[src/rtl/partoserial_tx_pkg.sv]
// partoserial_tx_pkg: shared character constants and FSM encoding for the serial transmit path
package partoserial_tx_pkg;
  localparam int CHAR_BITS = 8;
  localparam logic [CHAR_BITS-1:0] BC_DEFAULT = 8'hBC;
  typedef enum logic [1:0] {ST_SYNC, ST_IDLE, ST_DATA} state_t;
endpackage

[src/rtl/partoserial_tx_fifo.sv]
// partoserial_tx_fifo: synchronous FIFO with registered level; pushes are refused while full
module partoserial_tx_fifo #(
  parameter int DEPTH = 4,
  parameter int WIDTH = 8
) (
  input  logic                   clk,
  input  logic                   rst,
  input  logic                   push,
  input  logic                   pop,
  input  logic [WIDTH-1:0]       din,
  output logic [WIDTH-1:0]       dout,
  output logic                   full,
  output logic                   empty,
  output logic [$clog2(DEPTH):0] level
);
  localparam int AW = $clog2(DEPTH);
  logic [WIDTH-1:0] mem_q [DEPTH];
  logic [WIDTH-1:0] mem_d [DEPTH];
  logic [AW-1:0] wr_ptr_q, wr_ptr_d, rd_ptr_q, rd_ptr_d;
  logic [AW:0] level_q, level_d;
  logic wr, rd;
  always_comb begin
    full = level_q == (AW+1)'(DEPTH);
    empty = level_q == '0;
    wr = push && !full;
    rd = pop && !empty;
    mem_d = mem_q;
    if (wr) mem_d[wr_ptr_q] = din;
    wr_ptr_d = wr ? wr_ptr_q + AW'(1) : wr_ptr_q;
    rd_ptr_d = rd ? rd_ptr_q + AW'(1) : rd_ptr_q;
    level_d = level_q + (AW+1)'(wr) - (AW+1)'(rd);
    dout = mem_q[rd_ptr_q];
    level = level_q;
  end
  always_ff @(posedge clk) mem_q <= mem_d;
  always_ff @(posedge clk)
    if (rst) begin
      wr_ptr_q <= '0;
      rd_ptr_q <= '0;
      level_q <= '0;
    end else begin
      wr_ptr_q <= wr_ptr_d;
      rd_ptr_q <= rd_ptr_d;
      level_q <= level_d;
    end
endmodule

[src/rtl/partoserial_tx.sv]
// partoserial_tx: buffers parallel bytes and serialises them MSB-first, filling gaps with BC
module partoserial_tx import partoserial_tx_pkg::*; #(
  parameter int                   DEPTH   = 4,
  parameter int                   SYNC_BC = 6,
  parameter logic [CHAR_BITS-1:0] BC_CHAR = BC_DEFAULT
) (
  input  logic                   clk_32f,
  input  logic                   reset,
  input  logic [CHAR_BITS-1:0]   data_in,
  input  logic                   valid_in,
  output logic                   ready_out,
  output logic                   data_out,
  output logic                   byte_sync,
  output logic                   idle_out,
  output logic [$clog2(DEPTH):0] fifo_level
);
  localparam int BW = $clog2(CHAR_BITS);
  localparam int SW = $clog2(SYNC_BC + 1);
  state_t state_q, state_d;
  logic [BW-1:0] bit_cnt_q, bit_cnt_d;
  logic [SW-1:0] sync_cnt_q, sync_cnt_d;
  logic [CHAR_BITS-1:0] shreg_q, shreg_d, head;
  logic idle_q, idle_d;
  logic load, sync_done, in_sync, pop, full, empty;
  partoserial_tx_fifo #(.DEPTH(DEPTH), .WIDTH(CHAR_BITS)) u_fifo (
    .clk(clk_32f),
    .rst(reset),
    .push(valid_in),
    .pop(pop),
    .din(data_in),
    .dout(head),
    .full(full),
    .empty(empty),
    .level(fifo_level)
  );
  always_ff @(posedge clk_32f)
    if (reset) begin
      state_q <= ST_SYNC;
      bit_cnt_q <= '0;
      sync_cnt_q <= SW'(1);
      shreg_q <= BC_CHAR;
      idle_q <= 1'b1;
    end else begin
      state_q <= state_d;
      bit_cnt_q <= bit_cnt_d;
      sync_cnt_q <= sync_cnt_d;
      shreg_q <= shreg_d;
      idle_q <= idle_d;
    end
  // SYNC holds until SYNC_BC characters went out; after that every state follows FIFO occupancy
  always_comb begin
    load = bit_cnt_q == '1;
    sync_done = sync_cnt_q == SW'(SYNC_BC);
    in_sync = state_q == ST_SYNC && !sync_done;
    state_d = (!load || in_sync) ? state_q : (empty ? ST_IDLE : ST_DATA);
  end
  always_comb begin
    pop = load && !empty && !in_sync;
    shreg_d = load ? (pop ? head : BC_CHAR) : {shreg_q[CHAR_BITS-2:0], 1'b0};
    idle_d = load ? !pop : idle_q;
    bit_cnt_d = bit_cnt_q + BW'(1);
    sync_cnt_d = (load && in_sync) ? sync_cnt_q + SW'(1) : sync_cnt_q;
    data_out = shreg_q[CHAR_BITS-1];
    byte_sync = bit_cnt_q == '0;
    idle_out = idle_q;
    ready_out = !full;
  end
endmodule

[config.mk]
export PLATFORM = sky130hd
export DESIGN_NAME = partoserial_tx
export DESIGN_NICKNAME = d
export VERILOG_FILES = /design/src/rtl/partoserial_tx_pkg.sv /design/src/rtl/partoserial_tx_fifo.sv /design/src/rtl/partoserial_tx.sv
export SDC_FILE = /design/constraint.sdc
export NUM_CORES = 1
export LEC_CHECK = 0
export ABC_CLOCK_PERIOD_IN_PS = 3600
export CORE_ASPECT_RATIO = 0.7
export CORE_MARGIN = 2
export CORE_UTILIZATION = 50
export CTS_BUF_LIST = sky130_fd_sc_hd__clkbuf_8
export CTS_CLUSTER_SIZE = 20
export DETAILED_ROUTE_END_ITERATION = 12
export GPL_TIMING_DRIVEN = 0
export PLACE_DENSITY_LB_ADDON = 0.15
export SYNTH_ARGS = -nofsm -noshare
export SYNTH_HDL_FRONTEND = slang
export SYNTH_HIERARCHICAL = 1
export SYNTH_SLANG_ARGS = --single-unit
[constraint.sdc]
create_clock -name clk_32f -period 3.6 [get_ports clk_32f]
set_input_delay 0.36 -clock clk_32f [delete_from_list [all_inputs] [get_ports clk_32f]]
set_output_delay 0.36 -clock clk_32f [all_outputs]
set_load 0.005 [all_outputs]
# Word-level counts from Yosys, hierarchy flattened
# Cells that the tools add are included.
[word_totals]
n_memories = 0
mem_bits_rw = 0
romBits = 0
latchBits = 0
register_bits = 56
output_inout_bits = 7
[op_classes]
n_bitwise = 4
n_lt_le_gt_ge = 3
multipliers = 0
eq_ne = 3
n_shift = 0
n_reduce_logical = 18
div = 0
addsub = 6
muxes = 9
[op_table]
columns = ["operator", "n"]
rows = [
  ["$mux 8", 5],
  ["$bwmux 32", 1],
  ["$bmux 8 s2", 1],
  ["$demux 8 s2", 1],
  ["$eq 3x3->1 const B", 3],
  ["$logic_and 1x1->1", 7],
  ["$add 3x1->3 const B", 2],
  ["$ge 3x3->1 const B", 2],
  ["$logic_not 1->1", 6],
  ["$logic_not 3->1", 2],
  ["$not 2->3", 2],
  ["$add 2x1->2 const B", 2],
  ["$add 3x1->3", 1],
  ["$lt 3x1->1 const B", 1],
  ["$reduce_or 3->1", 1],
  ["$sub 3x1->3", 1],
  ["$logic_not 2->1", 1],
  ["$mux 2", 1],
  ["$not 1->1", 2],
  ["$logic_or 1x1->1", 1],
]

# Logic depth before layout (Yosys ltp)
[depth]
depth_word = 7
depth_mapped = 14

# Hierarchy
# Netlist, hierarchy kept.
[modules_own_cells]
columns = ["mod", "area_per_inst_um2", "instances", "cells_per_inst"]
rows = [
  ["partoserial_tx_fifo", 1589.0, 1, 89],
  ["partoserial_tx", 716.9, 1, 76],
]

# Least setup slack after synthesis
# No wires, ideal clock.
[synth_timing]
path_kind = "flip-flop to flip-flop"
from = "register sync_cnt_q[0]"
to = "register u_fifo.level_q[2] (netlist: u_fifo/level[2])"
t_required_ps = 3485
stages_incl_launch_ff = 15
slack_ps = 1013
n_path_buf = 0
setup_ps = 115
t_arrival_ps = 2473
path_cell_list = "dfxtp_1 inv_1 ha_1 a211o_2 nand2_2 inv_2 o31ai_1 inv_1 ha_1 inv_1 ha_1 fa_1 xnor2_1 xnor2_1 nor2_1"
[synth_between]
elab_chain_len = 7
[synth_lines]
columns = ["item", "line", "rtl"]
rows = [
  ["start, declared", "partoserial_tx.sv:21", "logic [SW-1:0] sync_cnt_q, sync_cnt_d;"],
  ["start signal, assigned", "partoserial_tx.sv:46", "sync_cnt_q <= sync_cnt_d;"],
  ["$eq 3x3->1", "partoserial_tx.sv:53", "sync_done = sync_cnt_q == SW'(SYNC_BC);"],
  ["$logic_not 1->1", "partoserial_tx.sv:54", "in_sync = state_q == ST_SYNC && !sync_done;"],
  ["$logic_and 1x1->1", "partoserial_tx.sv:54", ""],
  ["$logic_not 1->1", "partoserial_tx.sv:58", "pop = load && !empty && !in_sync;"],
  ["$logic_and 1x1->1", "partoserial_tx.sv:58", ""],
  ["named net pop", "partoserial_tx.sv:24", "logic load, sync_done, in_sync, pop, full, empty;"],
  ["$logic_and 1x1->1", "partoserial_tx_fifo.sv:26", "rd = pop && !empty;"],
  ["named net u_fifo.rd", "partoserial_tx_fifo.sv:21", "logic wr, rd;"],
  ["$sub 3x1->3", "partoserial_tx_fifo.sv:31", "level_d = level_q + (AW+1)'(wr) - (AW+1)'(rd);"],
  ["end signal, assigned", "partoserial_tx_fifo.sv:44", "level_q <= level_d;"],
  ["end, declared", "partoserial_tx_fifo.sv:20", "logic [AW:0] level_q, level_d;"],
]
# The timed path passes the listed nets, and every way through them passes these cells.
# A chain may end at the register's enable or synchronous reset.

# Worst setup path in the final report
# Ends and elaborated chain as after synthesis.

==> results.ini <==
[routing]
vias_per_cell = 5.27
firstDrtPassIters = 4
met3_wirelength_um = 149
vias = 1292
ant_nets = 0
wl_met1_um = 1750
wire_per_inst_um = 15.6
initialDrtViolationCount = 50
drt_wl_total_um = 3830
wl_met2_um = 1890
top_layer = met4
drc_errors = 0

[finish]
multi_input_area_sq_um = 787
num_antenna_cells = 0
post-route-util_pct = 60.3
seqCellArea_sq_um = 1440
fill_cells = 351
postLayoutCellArea_sq_um = 2640
synthToLayoutAreaGrowth_pct = 14.5
nets = 212
final_layout_size_suffix_gt1_share_pct = 14.2

[synth]
synth_xor_area_share_pct = 1.14
synth_edf_count = 32
syn_area_sq_um = 2310
yosys.cell_count.top_type = edfxtp_1
synth_top_area_share_pct = 41.7
synth_top_area_cell = edfxtp_1
synth_area_leaders = edfxtp_1 (42%), dfxtp_1 (21%), mux4_2 (7.8%)
async_flop_share_pct = 0
synth_compound_area_share_pct = 6.24
synthAdderAreaFrac_pct = 6.84
syn_inst = 165
ys_top_cells_by_count = edfxtp_1 (32), dfxtp_1 (24), a21oi_1 (13)
synth_nets = 188
synth_flop_cell = edfxtp_1
avgSynthCellArea_sq_um = 14.0
synth_seq_area_share_pct = 62.5
synth-simple-area-share_pct = 11.0
ys_seq_elements = 56
yosys_warnings = 6
synth.area.mux_share_pct = 8.90
synth_top_family_by_area = simple AND/OR/NAND/NOR gates
synth.distinct_cells = 39

[clock_tree]
cts_max_level = 2
post_cts_buffers = 0
clockBufferDepth = 2
cts_hold_buf = 0
clockRootBuffer = clkbuf_8
cts_tree = yes
clock-sinks = 56
clk_latency_ps = 300
cts_buffers = 5
cts_resized = 0
clkTransAtPathRegs_ps = 90

[global_route]
grt_pass1_wl_um = 6390
grt_pass1_vias = 1364
grt_max_degree = 18
grt_overflow = 0
antenna_found_initial = 0
grtUsageTotal_pct = 17.1

[placed_design]
placed_area_sq_um = 2540
dp_hpwl_um = 2830
gp_congestion = 0.711
pre_cts_ws_ps = 721
io_buffers = 17

[setup_path]
end_kind = register
cp_data_arrival_time_ps = 3060
cp_data_required_time_ps = 3770
crit_fanout = 8
worstSetupPathType = reg2reg
cp-start-kind = register

[floorplanning]
fp.coreArea_sq_um = 4380
die_area_sq_um = 5180
initial_core_util_pct = 52.7
rows = 20
die_x_um = 85.2
die_y_um = 60.8
io_pins = 18

[timing]
drv_slew = 0
fin_crit_sh_pct = 80.1
min_period_ps = 2880
setup_tns_ps = 0
clock_skew_ps = 12.7
rsz0062_at_grt = no
worst_slew_pin_slew_ps = 483
setup_viol = 0
slew_headroom_pct = 67.8
hold_viol = 0
layout_setup_ws_ps = 716
fmax_ghz = 0.347

[power]
p_leak_nw = 0.997
power_density_nw_per_um2 = 478
vdd_drop_max_mv = 0.332

[worst_hold_path]
hold_class = reg2reg

[status]
outcome = finished clean

[run]
max_cap_viol_count = 0

==> layer usage <==
metal / vias to the layer above / track usage (%)
met5: - / 0
met3: 4 / 5.03
met1: 629 / 20.4
met4: 0 / 6.80
met2: 23 / 29.9
li1: 636 / -
==> final timing paths <==
check / depth (start not counted) / slack, ps / to / start
worst min register to register: 1 / 450 / bit_cnt_q[0] / bit_cnt_q[0]
worst max register to register: 14 / 720 / u_fifo/level[2] / sync_cnt_q[0]
worst max-delay path: 14 / 720 / u_fifo/level[2] / sync_cnt_q[0]
worst min-delay path: 1 / 450 / bit_cnt_q[0] / bit_cnt_q[0]
==> layout make-up <==
type                    count  area share [%]
plain buffers               5            1.09
clock buffers               6            3.13
clock inverters             2           0.474
inverters                  13            1.85
multi-input cells          91            29.8
flip-flops and latches     56            54.6
well taps                  55            2.61
repair buffers             17            6.45
==> metrics by stage <==
step                      hold WS (ps)  std cells  total power [W]
final                              447        245          0.00126
after global routing               468        245          0.00132
after CTS                          445        245          0.00128
after detailed placement           426        237         0.000938
after global placement             417        237         0.000922
after floorplan                    402        165         0.000859
==> sequential cells by signal (all words and copies together), names as in the netlist <==
name             flops
u_fifo/level         3
u_fifo/rd_ptr_q      2
bit_cnt_q            3
shreg_q              8
idle_out             1
state_q              2
u_fifo/mem_q        32
u_fifo/wr_ptr_q      2
sync_cnt_q           3
==> cells in the final DEF (no fill, tap or decap), types with 2 or more instances in the layout <==
cell / instances
nand3_1: 2
nor2b_1: 6
clkbuf_1: 2
clkdlybuf4s50_1: 17
o21ai_0: 2
nor3_1: 6
and2_1: 4
dfxtp_1: 24
mux4_2: 8
o21bai_1: 2
edfxtp_1: 32
nor2_1: 10
clkbuf_8: 6
ha_1: 11
nand2b_1: 5
xnor2_1: 2
or3_1: 2
a21oi_1: 13
inv_1: 13
==> power by group <==
| part | switching, W | internal [W] | leakage (nW) |
|---|---|---|---|
| Clock | 0.000189 | 0.000155 | 0.0526 |
| Sequential | 0.0000266 | 0.000727 | 0.490 |
| Combinational | 0.0000775 | 0.0000880 | 0.455 |
| Total | 0.000293 | 0.000970 | 0.997 |
==> critical path, cell delays in order, from the launching register on <==
cell and delay [ps]:
dfxtp_1 390, inv_1 60, ha_1 250, a211o_2 380
nand2_2 90, inv_2 90, o31ai_1 120, inv_1 80
ha_1 280, inv_1 40, ha_1 190, fa_1 410
xnor2_1 180, xnor2_1 140, nor2_1 50
==> kinds of logic (layout without fill, tap and decap cells) <==
family / count (synthesis) / in the layout
adder cells (fa/ha/maj): 12 / 12
AO/OA/AOI/OAI: 22 / 22
AND/OR/NAND/NOR: 44 / 44
flip-flops: 56 / 56
multiplexers: 10 / 10
XOR/XNOR: 3 / 3
buffers and inverters: 18 / 43
Note: power is estimated with default switching activity, not from simulation.
==> RTL change (config.mk and constraints unchanged) <==
Re-encode `state_t` (3 states) as one-hot, 3 bits wide.
--- a/src/rtl/partoserial_tx_pkg.sv
+++ b/src/rtl/partoserial_tx_pkg.sv
@@ -4,3 +4,3 @@
   localparam logic [CHAR_BITS-1:0] BC_DEFAULT = 8'hBC;
-  typedef enum logic [1:0] {ST_SYNC, ST_IDLE, ST_DATA} state_t;
+  typedef enum logic [2:0] {ST_SYNC = 3'b001, ST_IDLE = 3'b010, ST_DATA = 3'b100} state_t;
 endpackage
Behaviour: no difference found for any inputs over 10 cycles, from zero or initial values and one cycle with reset high; not proved beyond that.
==> RTL change against the unedited design <==
- wire length rose by 5.5%
- total power up 18%
- setup slack worse by 0.17 ns
- global-route usage grew 1.3 points
- first-iteration DRC count grew 30%
- sequential cell count up 1
- clock skew is 0.0075 ns lower
- largest power group unchanged
- synthesized cell count grew 3.6%
- non-clock buffer count rose by 1
- critical endpoint unchanged
- synthesized area rose by 2.1%
- final area rose by 5.2%
==> RTL change: results (changes against the unedited design) <==
first_iter_violations: 65  # +30%
intPower_uw: 1140  # +17%
use_met1: 0.219  # +0.0146
netlist_top_cells_area: "edfxtp_1 (41%), dfxtp_1 (21%), mux4_2 (7.7%)"
cts.clk_slew.worst_paths_ns: 0.06  # -0.03 ns
wl_per_cell_um: 15.6  # -0.24%
grt_max_degree: 13  # -5
critPathMaxStageDelay_ns: 0.43  # +0.02 ns
grt_pass1_vias: 1403  # +2.9%
skew_ns: 0.00521  # -0.00747 ns
wl_met1_mm: 1.90  # +8.8%
synth_xor_area_frac: 0.0112  # -0.000230
clk-insertion-delay-late_ns: 0.33  # +0.03 ns
crit_slowest_cell: "a21boi_1"
drive_above_1_share: 0.152  # +0.00986
hpwl_mm: 2.83  # +0.29%
wl_met3_um: 170  # +14%
place_congestion: 0.739  # +3.9%
cts-htree-levels: 3  # +1
synth_fp_nets: 194  # +3.2%
placed_area_um2: 2590  # +1.9%
dp_slack_ns: 0.532  # -0.189 ns
dr_wl_met2_mm: 1.92  # +1.5%
synth_compound_area_frac: 0.0643  # +0.00193
numCtsBuffers: 9  # +4
ir_drop_mv: 0.314  # -5.2%
run_status: "complete, no violations"
synth_fa_ha_area_frac: 0.0670  # -0.00138
wl_mm: 4.04  # +5.5%
fin_nets: 222  # +4.7%
worstPathArrival_ns: 3.27  # +0.21 ns
viasPerCell: 5.32  # +0.96%
port_buffers: 17  # unchanged
seq_area_frac_synth: 0.621  # -0.00412
synthMuxAreaShare: 0.0856  # -0.00339
synth_cell_type_count: 39  # unchanged
use_met3: 0.0965  # +0.0462
tightest_slew_ns: 0.475  # -0.00834 ns
met2_usage: 0.293  # -0.00564
synth_cells: 171  # +3.6%
grt_pass1_wl_mm: 6.83  # +6.9%
[RTL change: power by group through the flow]
stage | Clock (µW) | Combinational (µW) | Sequential, µW
floorplan | 0 | 96.9 | 775
global placement | 0 | 159 | 777
detailed placement | 0 | 167 | 781
CTS | 568 | 167 | 768
global route | 600 | 182 | 774
finish | 554 | 164 | 767
[RTL change: worst paths after layout]
check | endpoint | slack (ns) | startpoint
worst min register to register | bit_cnt_q[0] | 0.46 | bit_cnt_q[0]
worst max-delay path | u_fifo/level[2] | 0.54 | bit_cnt_q[0]
worst max register to register | u_fifo/level[2] | 0.54 | bit_cnt_q[0]
worst min-delay path | bit_cnt_q[0] | 0.46 | bit_cnt_q[0]
[RTL change: final cells by class]
class	instances	area, µm²
Multi-Input combinational cell	94	807
Inverter	14	52.6
Sequential cell	57	1460
Buffer	6	32.5
Clock buffer	9	124
Timing Repair Buffer	17	170
Tap cell	55	68.8
Fill cell	339	1650
Clock inverter	7	61.3
